===== src/rtl/bp_fe_scan_pkg.sv =====
// Shared types for the fetch-to-issue scan controller: instruction classes,
// sequencer states and the 69-bit scan result.
package bp_fe_scan_pkg;

  localparam int scan_imm_width_lp = 64;

  localparam logic [6:0] opcode_branch_lp = 7'b1100011;
  localparam logic [6:0] opcode_jalr_lp   = 7'b1100111;
  localparam logic [6:0] opcode_jal_lp    = 7'b1101111;

  typedef enum logic [1:0] {
    e_class_branch = 2'b00,
    e_class_jalr   = 2'b01,
    e_class_jal    = 2'b10,
    e_class_other  = 2'b11
  } instr_class_e;

  typedef enum logic [2:0] {
    e_empty,
    e_hold,
    e_hold_taken,
    e_hold_jalr,
    e_jalr_wait,
    e_jalr_redir
  } scan_state_e;

  // Bit 68 compressed, 67:66 reserved, 65:64 class, 63:0 sign-extended immediate.
  typedef struct packed {
    logic                         compressed;
    logic [1:0]                   rsvd;
    instr_class_e                 iclass;
    logic [scan_imm_width_lp-1:0] imm;
  } scan_s;

endpackage


===== src/rtl/bp_fe_scan_ctrl_if.sv =====
// Fetch, issue, redirect and resolve channels of the scan controller.
// Signal suffixes are relative to the controller (slave side).
interface bp_fe_scan_ctrl_if
  import bp_fe_scan_pkg::*;
#(
  parameter int eaddr_width_p = 64,
  parameter int instr_width_p = 32
);

  logic                     fetch_v_i;
  logic [eaddr_width_p-1:0] fetch_pc_i;
  logic [instr_width_p-1:0] fetch_instr_i;
  logic                     fetch_ready_o;

  logic                     issue_v_o;
  logic                     issue_ready_i;
  logic [eaddr_width_p-1:0] issue_pc_o;
  logic [instr_width_p-1:0] issue_instr_o;
  instr_class_e             issue_class_o;
  logic                     issue_pred_taken_o;
  logic                     issue_compressed_o;

  logic                     redirect_v_o;
  logic [eaddr_width_p-1:0] redirect_pc_o;
  logic                     redirect_yumi_i;

  logic                     resolve_v_i;
  logic [eaddr_width_p-1:0] resolve_pc_i;

  modport slave (
    input  fetch_v_i, fetch_pc_i, fetch_instr_i, issue_ready_i,
           redirect_yumi_i, resolve_v_i, resolve_pc_i,
    output fetch_ready_o, issue_v_o, issue_pc_o, issue_instr_o, issue_class_o,
           issue_pred_taken_o, issue_compressed_o, redirect_v_o, redirect_pc_o
  );

  modport master (
    output fetch_v_i, fetch_pc_i, fetch_instr_i, issue_ready_i,
           redirect_yumi_i, resolve_v_i, resolve_pc_i,
    input  fetch_ready_o, issue_v_o, issue_pc_o, issue_instr_o, issue_class_o,
           issue_pred_taken_o, issue_compressed_o, redirect_v_o, redirect_pc_o
  );

endinterface


===== src/rtl/bp_fe_scan_ctrl_scan.sv =====
// Combinational instruction scan: classifies control-flow instructions and
// extracts their sign-extended immediate. Compressed encodings scan as "other".
module bp_fe_scan_ctrl_scan
  import bp_fe_scan_pkg::*;
#(
  parameter int eaddr_width_p = 64,
  parameter int instr_width_p = 32
)(
  input  logic [instr_width_p-1:0] instr_i,
  output scan_s                    scan_o
);

  logic [eaddr_width_p-1:0] imm_b;
  logic [eaddr_width_p-1:0] imm_j;
  logic [eaddr_width_p-1:0] imm_i;

  assign imm_b = {{(eaddr_width_p-12){instr_i[31]}}, instr_i[7], instr_i[30:25],
                  instr_i[11:8], 1'b0};
  assign imm_j = {{(eaddr_width_p-20){instr_i[31]}}, instr_i[19:12], instr_i[20],
                  instr_i[30:21], 1'b0};
  assign imm_i = {{(eaddr_width_p-12){instr_i[31]}}, instr_i[31:20]};

  always_comb begin
    scan_o            = '0;
    scan_o.iclass     = e_class_other;
    scan_o.compressed = (instr_i[1:0] != 2'b11);
    if (!scan_o.compressed) begin
      case (instr_i[6:0])
        opcode_branch_lp: begin scan_o.iclass = e_class_branch; scan_o.imm = imm_b; end
        opcode_jalr_lp:   begin scan_o.iclass = e_class_jalr;   scan_o.imm = imm_i; end
        opcode_jal_lp:    begin scan_o.iclass = e_class_jal;    scan_o.imm = imm_j; end
        default: ;
      endcase
    end
  end

endmodule


===== src/rtl/bp_fe_scan_ctrl.sv =====
// Single-entry fetch-to-issue sequencer with static prediction: JAL and backward
// branches redirect fetch at capture; JALR stalls fetch until the backend resolves it.
module bp_fe_scan_ctrl
  import bp_fe_scan_pkg::*;
#(
  parameter int eaddr_width_p = 64,
  parameter int instr_width_p = 32
)(
  input  logic                  clk_i,
  input  logic                  reset_i,
  input  logic                  flush_i,
  bp_fe_scan_ctrl_if.slave      bus
);

  scan_state_e              state_q, state_d, cap_state;
  logic [eaddr_width_p-1:0] pc_q, pc_d, redir_pc_q, redir_pc_d, cap_target;
  logic [instr_width_p-1:0] instr_q, instr_d;
  instr_class_e             class_q, class_d;
  logic                     compressed_q, compressed_d, pred_q, pred_d;
  logic                     issue_done_q, issue_done_d, redir_done_q, redir_done_d;

  scan_s scan_in;
  logic  scan_unused;
  logic  kill, fetch_ready, issue_v, redirect_v;
  logic  capture, issue_fire, redir_fire, cap_pred;

  // The incoming instruction is scanned as it enters the hold register.
  bp_fe_scan_ctrl_scan #(
    .eaddr_width_p(eaddr_width_p),
    .instr_width_p(instr_width_p)
  ) u_scan (
    .instr_i(bus.fetch_instr_i),
    .scan_o (scan_in)
  );

  assign scan_unused = ^scan_in.rsvd;
  assign kill        = reset_i | flush_i;
  assign cap_pred    = (scan_in.iclass == e_class_jal)
                     | ((scan_in.iclass == e_class_branch) & scan_in.imm[scan_imm_width_lp-1]);
  assign cap_target  = bus.fetch_pc_i + scan_in.imm;

  always_comb begin
    if (cap_pred)                           cap_state = e_hold_taken;
    else if (scan_in.iclass == e_class_jalr) cap_state = e_hold_jalr;
    else                                     cap_state = e_hold;
  end

  always_comb begin
    fetch_ready = 1'b0;
    issue_v     = 1'b0;
    redirect_v  = 1'b0;
    case (state_q)
      e_empty:      fetch_ready = 1'b1;
      e_hold:       begin issue_v = 1'b1; fetch_ready = bus.issue_ready_i; end
      e_hold_taken: begin issue_v = ~issue_done_q; redirect_v = ~redir_done_q; end
      e_hold_jalr:  issue_v = 1'b1;
      e_jalr_redir: redirect_v = 1'b1;
      default: ;
    endcase
    if (kill) begin
      fetch_ready = 1'b0;
      issue_v     = 1'b0;
      redirect_v  = 1'b0;
    end
  end

  assign capture    = fetch_ready & bus.fetch_v_i;
  assign issue_fire = issue_v & bus.issue_ready_i;
  assign redir_fire = redirect_v & bus.redirect_yumi_i;

  always_comb begin
    state_d      = state_q;
    pc_d         = pc_q;
    instr_d      = instr_q;
    class_d      = class_q;
    compressed_d = compressed_q;
    pred_d       = pred_q;
    redir_pc_d   = redir_pc_q;
    issue_done_d = issue_done_q;
    redir_done_d = redir_done_q;

    if (capture) begin
      pc_d         = bus.fetch_pc_i;
      instr_d      = bus.fetch_instr_i;
      class_d      = scan_in.iclass;
      compressed_d = scan_in.compressed;
      pred_d       = cap_pred;
      redir_pc_d   = cap_target;
    end

    case (state_q)
      e_empty: if (capture) state_d = cap_state;
      e_hold:  if (issue_fire) state_d = capture ? cap_state : e_empty;
      e_hold_taken: begin
        issue_done_d = issue_done_q | issue_fire;
        redir_done_d = redir_done_q | redir_fire;
        if (issue_done_d && redir_done_d) begin
          state_d      = e_empty;
          issue_done_d = 1'b0;
          redir_done_d = 1'b0;
        end
      end
      e_hold_jalr: if (issue_fire) state_d = e_jalr_wait;
      e_jalr_wait: begin
        if (bus.resolve_v_i) begin
          state_d    = e_jalr_redir;
          redir_pc_d = bus.resolve_pc_i;
        end
      end
      e_jalr_redir: if (redir_fire) state_d = e_empty;
      default: state_d = e_empty;
    endcase

    // A flush drops the entry outright, exactly as a reset would.
    if (kill) begin
      state_d      = e_empty;
      pc_d         = '0;
      instr_d      = '0;
      class_d      = e_class_branch;
      compressed_d = 1'b0;
      pred_d       = 1'b0;
      redir_pc_d   = '0;
      issue_done_d = 1'b0;
      redir_done_d = 1'b0;
    end
  end

  always_ff @(posedge clk_i) begin
    if (reset_i) begin
      state_q      <= e_empty;
      pc_q         <= '0;
      instr_q      <= '0;
      class_q      <= e_class_branch;
      compressed_q <= 1'b0;
      pred_q       <= 1'b0;
      redir_pc_q   <= '0;
      issue_done_q <= 1'b0;
      redir_done_q <= 1'b0;
    end else begin
      state_q      <= state_d;
      pc_q         <= pc_d;
      instr_q      <= instr_d;
      class_q      <= class_d;
      compressed_q <= compressed_d;
      pred_q       <= pred_d;
      redir_pc_q   <= redir_pc_d;
      issue_done_q <= issue_done_d;
      redir_done_q <= redir_done_d;
    end
  end

  assign bus.fetch_ready_o      = fetch_ready;
  assign bus.issue_v_o          = issue_v;
  assign bus.issue_pc_o         = pc_q;
  assign bus.issue_instr_o      = instr_q;
  assign bus.issue_class_o      = class_q;
  assign bus.issue_pred_taken_o = pred_q;
  assign bus.issue_compressed_o = compressed_q;
  assign bus.redirect_v_o       = redirect_v;
  assign bus.redirect_pc_o      = redir_pc_q;

endmodule

===== src/flat_wrapper.sv =====
// flat-port wrapper written by rule: the top's interface ports become plain ports
module bp_fe_scan_ctrl_flat import bp_fe_scan_pkg::*;
#(
  parameter int eaddr_width_p = 64,
  parameter int instr_width_p = 32
)
  (clk_i, reset_i, flush_i, bus_fetch_v_i, bus_fetch_pc_i, bus_fetch_instr_i, bus_issue_ready_i, bus_redirect_yumi_i, bus_resolve_v_i, bus_resolve_pc_i, bus_fetch_ready_o, bus_issue_v_o, bus_issue_pc_o, bus_issue_instr_o, bus_issue_class_o, bus_issue_pred_taken_o, bus_issue_compressed_o, bus_redirect_v_o, bus_redirect_pc_o);
  bp_fe_scan_ctrl_if #(.eaddr_width_p(eaddr_width_p), .instr_width_p(instr_width_p)) bus_i ();
  input  logic clk_i;
  input  logic reset_i;
  input  logic flush_i;
  input wire logic [$bits(bus_i.fetch_v_i)-1:0] bus_fetch_v_i;
  input wire logic [$bits(bus_i.fetch_pc_i)-1:0] bus_fetch_pc_i;
  input wire logic [$bits(bus_i.fetch_instr_i)-1:0] bus_fetch_instr_i;
  input wire logic [$bits(bus_i.issue_ready_i)-1:0] bus_issue_ready_i;
  input wire logic [$bits(bus_i.redirect_yumi_i)-1:0] bus_redirect_yumi_i;
  input wire logic [$bits(bus_i.resolve_v_i)-1:0] bus_resolve_v_i;
  input wire logic [$bits(bus_i.resolve_pc_i)-1:0] bus_resolve_pc_i;
  output wire logic [$bits(bus_i.fetch_ready_o)-1:0] bus_fetch_ready_o;
  output wire logic [$bits(bus_i.issue_v_o)-1:0] bus_issue_v_o;
  output wire logic [$bits(bus_i.issue_pc_o)-1:0] bus_issue_pc_o;
  output wire logic [$bits(bus_i.issue_instr_o)-1:0] bus_issue_instr_o;
  output wire logic [$bits(bus_i.issue_class_o)-1:0] bus_issue_class_o;
  output wire logic [$bits(bus_i.issue_pred_taken_o)-1:0] bus_issue_pred_taken_o;
  output wire logic [$bits(bus_i.issue_compressed_o)-1:0] bus_issue_compressed_o;
  output wire logic [$bits(bus_i.redirect_v_o)-1:0] bus_redirect_v_o;
  output wire logic [$bits(bus_i.redirect_pc_o)-1:0] bus_redirect_pc_o;
  assign bus_i.fetch_v_i = bus_fetch_v_i;
  assign bus_i.fetch_pc_i = bus_fetch_pc_i;
  assign bus_i.fetch_instr_i = bus_fetch_instr_i;
  assign bus_i.issue_ready_i = bus_issue_ready_i;
  assign bus_i.redirect_yumi_i = bus_redirect_yumi_i;
  assign bus_i.resolve_v_i = bus_resolve_v_i;
  assign bus_i.resolve_pc_i = bus_resolve_pc_i;
  assign bus_fetch_ready_o = bus_i.fetch_ready_o;
  assign bus_issue_v_o = bus_i.issue_v_o;
  assign bus_issue_pc_o = bus_i.issue_pc_o;
  assign bus_issue_instr_o = bus_i.issue_instr_o;
  assign bus_issue_class_o = bus_i.issue_class_o;
  assign bus_issue_pred_taken_o = bus_i.issue_pred_taken_o;
  assign bus_issue_compressed_o = bus_i.issue_compressed_o;
  assign bus_redirect_v_o = bus_i.redirect_v_o;
  assign bus_redirect_pc_o = bus_i.redirect_pc_o;
  bp_fe_scan_ctrl #(.eaddr_width_p(eaddr_width_p), .instr_width_p(instr_width_p)) u_core (.clk_i(clk_i), .reset_i(reset_i), .flush_i(flush_i), .bus(bus_i));
endmodule

===== config.mk =====
export PLATFORM = sky130hd
export DESIGN_NAME = bp_fe_scan_ctrl_flat
export DESIGN_NICKNAME = d
export VERILOG_FILES = /design/src/rtl/bp_fe_scan_pkg.sv /design/src/rtl/bp_fe_scan_ctrl_if.sv /design/src/rtl/bp_fe_scan_ctrl_scan.sv /design/src/rtl/bp_fe_scan_ctrl.sv /design/src/flat_wrapper.sv
export SDC_FILE = /design/constraint.sdc
export NUM_CORES = 1
export LEC_CHECK = 0
export ABC_AREA = 1
export CORE_ASPECT_RATIO = 1.5
export CORE_UTILIZATION = 50
export DETAILED_ROUTE_END_ITERATION = 16
export PLACE_DENSITY = 0.82
export SYNTH_ARGS = -nofsm -noshare
export SYNTH_HDL_FRONTEND = slang
export SYNTH_SLANG_ARGS = --single-unit

===== constraint.sdc =====
create_clock -name clk_i -period 5.1 [get_ports clk_i]
set_input_delay 0.765 -clock clk_i [delete_from_list [all_inputs] [get_ports clk_i]]
set_output_delay 0.765 -clock clk_i [all_outputs]
set_load 0.005 [all_outputs]

## After elaboration in Yosys (flattened, before gate mapping)

Cells that the tools add are included.

| operators by class | value |
|---|---|
| $add $sub $neg | 1 |
| equality and inequality tests | 17 |
| multiplexer cells | 23 |
| bitwise gates (word level) | 10 |
| reductions and logical operators | 6 |

Operator list:

| cell | number |
|---|---|
| $pmux 66 s3 | 1 |
| $mux 64 | 3 |
| $mux 66 | 1 |
| $add 64x64->64 | 1 |
| $mux 3 | 8 |
| $eq 7x7->1 const B | 3 |
| $pmux 3 s6 | 1 |
| $ne 2x1->1 const B | 5 |
| $eq 3x2->1 const B | 2 |
| $eq 3x3->1 const B | 2 |
| $pmux 1 s2 | 3 |
| $reduce_and 6->1 | 1 |
| $mux 1 | 5 |
| $and 1x1->1 | 4 |
| $ne 2x2->1 const B | 2 |
| $or 1x1->1 | 4 |
| $reduce_or 2->1 | 2 |
| $eq 3x1->1 const B | 1 |
| $logic_not 3->1 | 1 |
| $eq 2x1->1 const B | 1 |
| $eq 2x2->1 const B | 1 |
| $logic_not 2->1 | 1 |
| $mux 2 | 1 |
| $not 1->1 | 2 |
| $logic_and 1x1->1 | 1 |

| storage, ports and cells | value |
|---|---|
| bits in registers | 169 |
| input bits | 167 |
| output and inout bits | 167 |
| word-level logic and storage cells | 66 |

## Logic depth before layout (Yosys ltp)

| depth | value |
|---|---|
| depth after elaboration | 10 |
| mapped depth | 24 |
| gate-level depth less buffers | 24 |

## By module

From an unflattened synthesis, not the netlist that was laid out.

| unflattened totals | value |
|---|---|
| cells, all modules | 2,102 |
| area, all modules | 12,493.2 um2 |

Modules (own cells, without submodules):

| module | times used | cells each | area an instance (um2) | seq. area each (um2) |
|---|---|---|---|---|
| bp_fe_scan_ctrl | 1 | 1,983 | 11,772.5 | 3,383.2 |
| bp_fe_scan_ctrl_scan | 1 | 119 | 720.7 | 0.0 |

## Worst setup path after synthesis

Ideal clock, no wire load.

| timing | value |
|---|---|
| path type | in2reg |
| from | input port bus_fetch_instr_i[1] |
| to | register u_core.redir_pc_q[27] (netlist: u_core.bus.redirect_pc_o[27]) |
| setup time | 0.119 ns |
| data arrival time | 3.700 ns |
| data required time | 4.981 ns |
| path slack | 1.281 ns |
| stages | 20 |
| buffers on the path | 0 |
| cell sequence | nand2_1 > inv_1 > nand3_1 > inv_2 > nand2_1 > nand2_1 > nand2_1 > clkinv_1 > ha_1 > nand2_1 > inv_1 > nand2_1 > nand2_1 > inv_1 > nand2_1 > a21oi_1 > nand2_2 > or2_2 > nand3_1 > a21oi_1 |

| between the ends | value |
|---|---|
| cells in the longest elaborated chain, start to end | 7 |
| elaborated cells between the ends (all ways) | 10 |
| those cells by class | add/sub (1); eq/ne (4); mux (5) |

RTL lines:

| element | line | source |
|---|---|---|
| from (decl) | flat_wrapper.sv:14 | `input wire logic [$bits(bus_i.fetch_instr_i)-1:0] bus_fetch_instr_i;` |
| $eq 7x7->1 | bp_fe_scan_ctrl_scan.sv:28 | `case (instr_i[6:0])` |
| $pmux 66 s3 | bp_fe_scan_ctrl_scan.sv:28 |  |
| $mux 66 * | bp_fe_scan_ctrl_scan.sv:27 | `if (!scan_o.compressed) begin` |
| $add 64x64->64 * | bp_fe_scan_ctrl.sv:40 | `assign cap_target = bus.fetch_pc_i + scan_in.imm;` |
| $mux 64 * | bp_fe_scan_ctrl.sv:82 | `if (capture) begin` |
| $mux 64 | bp_fe_scan_ctrl.sv:105 | `if (bus.resolve_v_i) begin` |
| $mux 64 * | bp_fe_scan_ctrl.sv:91 | `case (state_q)` |
| to (signal assigned) | bp_fe_scan_ctrl.sv:146 | `redir_pc_q <= redir_pc_d;` |
| to (decl) | bp_fe_scan_ctrl.sv:16 | `logic [eaddr_width_p-1:0] pc_q, pc_d, redir_pc_q, redir_pc_d, cap_target;` |

Mark *: on every way between the ends. The rest lies on a longest branch, timed or not.
A chain may end at the register's enable or synchronous reset.

## Final worst setup path

| timing | value |
|---|---|
| from | input port bus_fetch_instr_i[2] |
| to | register u_core.redir_pc_q[60] (netlist: u_core.bus.redirect_pc_o[60]) |

| between the ends | value |
|---|---|
| cells in the longest elaborated chain, start to end | 7 |
| elaborated cells between the ends (all ways) | 9 |
| those cells by class | add/sub (1); eq/ne (3); mux (5) |

RTL lines:

| element | line |
|---|---|
| $eq 7x7->1 | bp_fe_scan_ctrl_scan.sv:28 |
| $pmux 66 s3 * | bp_fe_scan_ctrl_scan.sv:28 |
| $mux 66 * | bp_fe_scan_ctrl_scan.sv:27 |
| $add 64x64->64 * | bp_fe_scan_ctrl.sv:40 |
| $mux 64 * | bp_fe_scan_ctrl.sv:82 |
| $mux 64 | bp_fe_scan_ctrl.sv:105 |
| $mux 64 * | bp_fe_scan_ctrl.sv:91 |

Marks and branches as above.

==> summary.md <==
| Metric | Value |
|---|---|
| Compound-cell area share of the yosys netlist | `about an eighth` |
| Dominant synthesized flop cell | `dfxtp_1` |
| Synth Area in XOR/XNOR | `under 10%` |
| Initial antenna violation count | `0` |
| # hold bufs at CTS | `0` |
| Setup Fix Bufs, Post-CTS | `0` |
| PostCTS Resize Cnt | `0` |
| Die span in x | `between 100 and 150 um` |
| Synth Instances | `about 2100` |
| Syn nets | `~2400` |
| Worst vdd ir | `around 0.24 mV` |
| DR iter-0 viols | `between 1000 and 1500` |
| Max-slew headroom | `40.4%` |
| DR pass1 iterations | `7` |
| CTS Buf Count | `17` |
| Max frequency | `between 200 and 250 MHz` |
| Final Cycle Share | `78.6%` |
| Routed Antenna Nets | `0` |
| Detailed Route WL | `roughly 50000 um` |
| DP Worst Slack | `roughly 0.8 ns` |
| Post-synthesis mux area share | `0%` |
| RSZ-0062 raised after global routing | `no` |
| Min Tclk post-route | `between 4 and 5 ns` |
| CTS sink cnt | `169` |
| Required @ worst endpoint | `5.48 ns` |
| Core Area | `24400 um^2` |
| Synth top area share | `between 20% and 30%` |
| Leak | `around 8.3 nW` |
| Io pins | `around 330` |
| Vias in the first global route | `around 15000` |
| Avg Vias per Cell | `about 5.3` |
| Drt wl/cell | `about 18 um` |
| Hold Fails Final Rpt | `0` |
| Most frequent cell after synthesis | `nand2_1` |
| Final net count | `approximately 2700` |
| Synth area leaders | `dfxtp_1, nand2_1, inv_1, nand3_1, ha_1` |
| Layout area overhead | `32.8%` |
| Post-Synthesis Cell Area | `~13000 um^2` |
| Crit path max-delay family | `simple AND/OR/NAND/NOR gates` |
| Setup TNS | `0 ns` |
| Setup Crit Path Kind | `in2reg` |
| Largest net degree at the start of global routing | `roughly 150` |
| Root Buffer Master | `clkbuf_16` |
| Worst path cell trace | `clkdlybuf4s50_1 -> clkinv_1 -> nand2_1 -> nand2_1 -> nand2_1 -> clkinv_1 -> buf_12 -> ha_1 -> nand2_1 -> nor2_1 -> nand2_1 -> nor2_1 -> nand2_1 -> nand2_2 -> nand2_1 -> nand3_1 -> nand3_1 -> a21oi_1` |
| Crit path arrival time | `4.39 ns` |
| Worst Path Max Fanout | `between 40 and 50` |
| Via count | `around 15000` |
| Clock Path Buffers | `2` |
| CTS tree | `yes` |
| Clock Latency Late Sink | `about 0.44 ns` |
| HP Class | `reg2reg` |
| # port buffers | `roughly 330` |
| Worst-path clk slew | `0.07 ns` |
| Pins Over Slew Limit | `0` |
| Crit end category | `flip-flop` |
| Syn avg cell area | `around 5.8 um^2` |
| Simple-gate share of the synthesized area | `39.6%` |
| FF-to-FF setup slack | `approximately 2.4 ns` |
| Slew @ Worst Pin | `0.894 ns` |
| Final Worst Setup Slack | `around 1.1 ns` |
| Inserted Diodes | `0` |
| Synth cell count leaders | `nand2_1, inv_1, nand3_1, dfxtp_1, a21oi_1` |
| Adder-cell share of the synthesized area | `~6.5%` |
| Seq cells post-synth | `between 150 and 200` |
| CP startpoint kind | `input pin` |
| Clock Skews | `between 0.01 and 0.015 ns` |
| Post-route DRC | `0` |
| Distinct cells, synth | `40` |
| Biggest area consumer among synthesized cells | `dfxtp_1` |
| Layout cell share with drive strength beyond 1 | `under 10%` |
| Placement row count | `70` |
| GR Overflow Total | `0` |
| Detailed Place HPWL | `40300 um` |
| Hold Slack | `approximately 0.46 ns` |
| Crit path buf inv count | `4` |
| Slowest cell on crit path | `clkdlybuf4s50_1` |
| GR Util All Layers | `between 30% and 40%` |
| # setup viols final | `0` |
| H-tree depth | `4` |
| Register area share after synthesis | `a little over a quarter` |
| Post-synth EDFFs | `0` |
| Synth async-reset ratio | `0%` |
| Crit-path max cell delay | `roughly 0.52 ns` |
| First-pass GRT wire length | `76900 um` |
| Die area | `between 20000 and 30000 um^2` |
| GPL Wtd Cong | `about 1.0` |
| Largest family of logic cells by synthesized area | `simple AND/OR/NAND/NOR gates` |
| PD cells | `203 nW/um^2` |
| Initial Utilization | `51.2%` |
| Max-cap violation count | `0` |
| Most used cell, CP | `nand2_1` |
| Die height | `196 um` |
| Warnings from Yosys | `0` |
| Status | `complete, no violations` |
cells by family after synthesis:
family                     after synthesis
buffers and inverters                  427
AOI/OAI and AO/OA                      287
xor gates and xnor gates                15
and+or+nand+nor                       1187
adders and majority gates               64
DFF                                    169
cell type report:
cell class	count	area [um^2]
fill	2215	7820
multi-input combinational	1553	7430
timing repair buffer	344	3470
sequential	169	3380
inverter	359	1350
clock buffer	19	443
tap	324	405
clock inverter	12	136
per-layer routing:
| layer | track usage, % | up-vias | routed length [um] |
|---|---|---|---|
| li1 | - | 7338 | - |
| met1 | 35.7 | 6594 | 16900 |
| met2 | 71.6 | 648 | 25500 |
| met3 | 6.02 | 270 | 2490 |
| met4 | 41.6 | 0 | 5660 |
| met5 | 0 | - | 0 |
sequential cells by signal, summed over array words and instances, names as in the netlist:
signal and count:
u_core.issue_done_q 1, u_core.bus.issue_instr_o 32, u_core.state_q 3, u_core.bus.redirect_pc_o 64, u_core.bus.issue_pc_o 64, u_core.bus.issue_class_o 2, u_core.bus.issue_compressed_o 1, u_core.redir_done_q 1
u_core.bus.issue_pred_taken_o 1
power by group:
part | internal, mW | switching (mW)
logic | 0.300 | 0.356
registers | 1.37 | 0.0270
clock network | 0.700 | 0.622
total | 2.37 | 1.00
cells in the final DEF (no fill, tap or decap), drive strengths merged, types with 11 or more instances in the layout:
master         count
nand2            790
inv              358
clkdlybuf4s50    333
nand3            207
dfxtp            169
a21oi            163
nor2             141
o21ai            100
ha                63
clkbuf            19
nor3              14
xor2              13
a211oi            13
nand4             12
buf               11
through the flow:
stage | cells | area, um^2 | total power, mW | utilization, %
2_1_floorplan | 2149 | 12500 | 1.72 | -
3_3_place_gp | 2749 | 16000 | 2.06 | 65.6
3_5_place_dp | 2749 | 16000 | 2.07 | 65.6
4_1_cts | 2780 | 16600 | 3.37 | 68.0
5_1_grt | 2780 | 16600 | 3.49 | 68.0
6_report | 2780 | 16600 | 3.37 | 68.0
path summary, 6_finish.rpt:
path / start / end / depth (start not counted)
max: bus_fetch_instr_i[2] / u_core.bus.redirect_pc_o[60] / 18
min: u_core.bus.issue_pc_o[28] / u_core.bus.issue_pc_o[28] / 2
max reg2reg: u_core.state_q[0] / u_core.bus.issue_pc_o[35] / 12
min reg2reg: u_core.bus.issue_pc_o[28] / u_core.bus.issue_pc_o[28] / 2
worst reg2reg max path, cell delays in order, from the launching register on:
cell and delay (ns):
dfxtp_1 0.37, inv_2 0.08, nor2_4 0.14, nand3_1 0.10, nand2_1 0.08, nand2_1 0.06, inv_2 0.12, nand2_8 0.19
inv_4 0.66, buf_4 0.45, buf_4 0.22, nand2_1 0.06, nand2_1 0.08
Note: power is estimated with default switching activity, not from simulation.
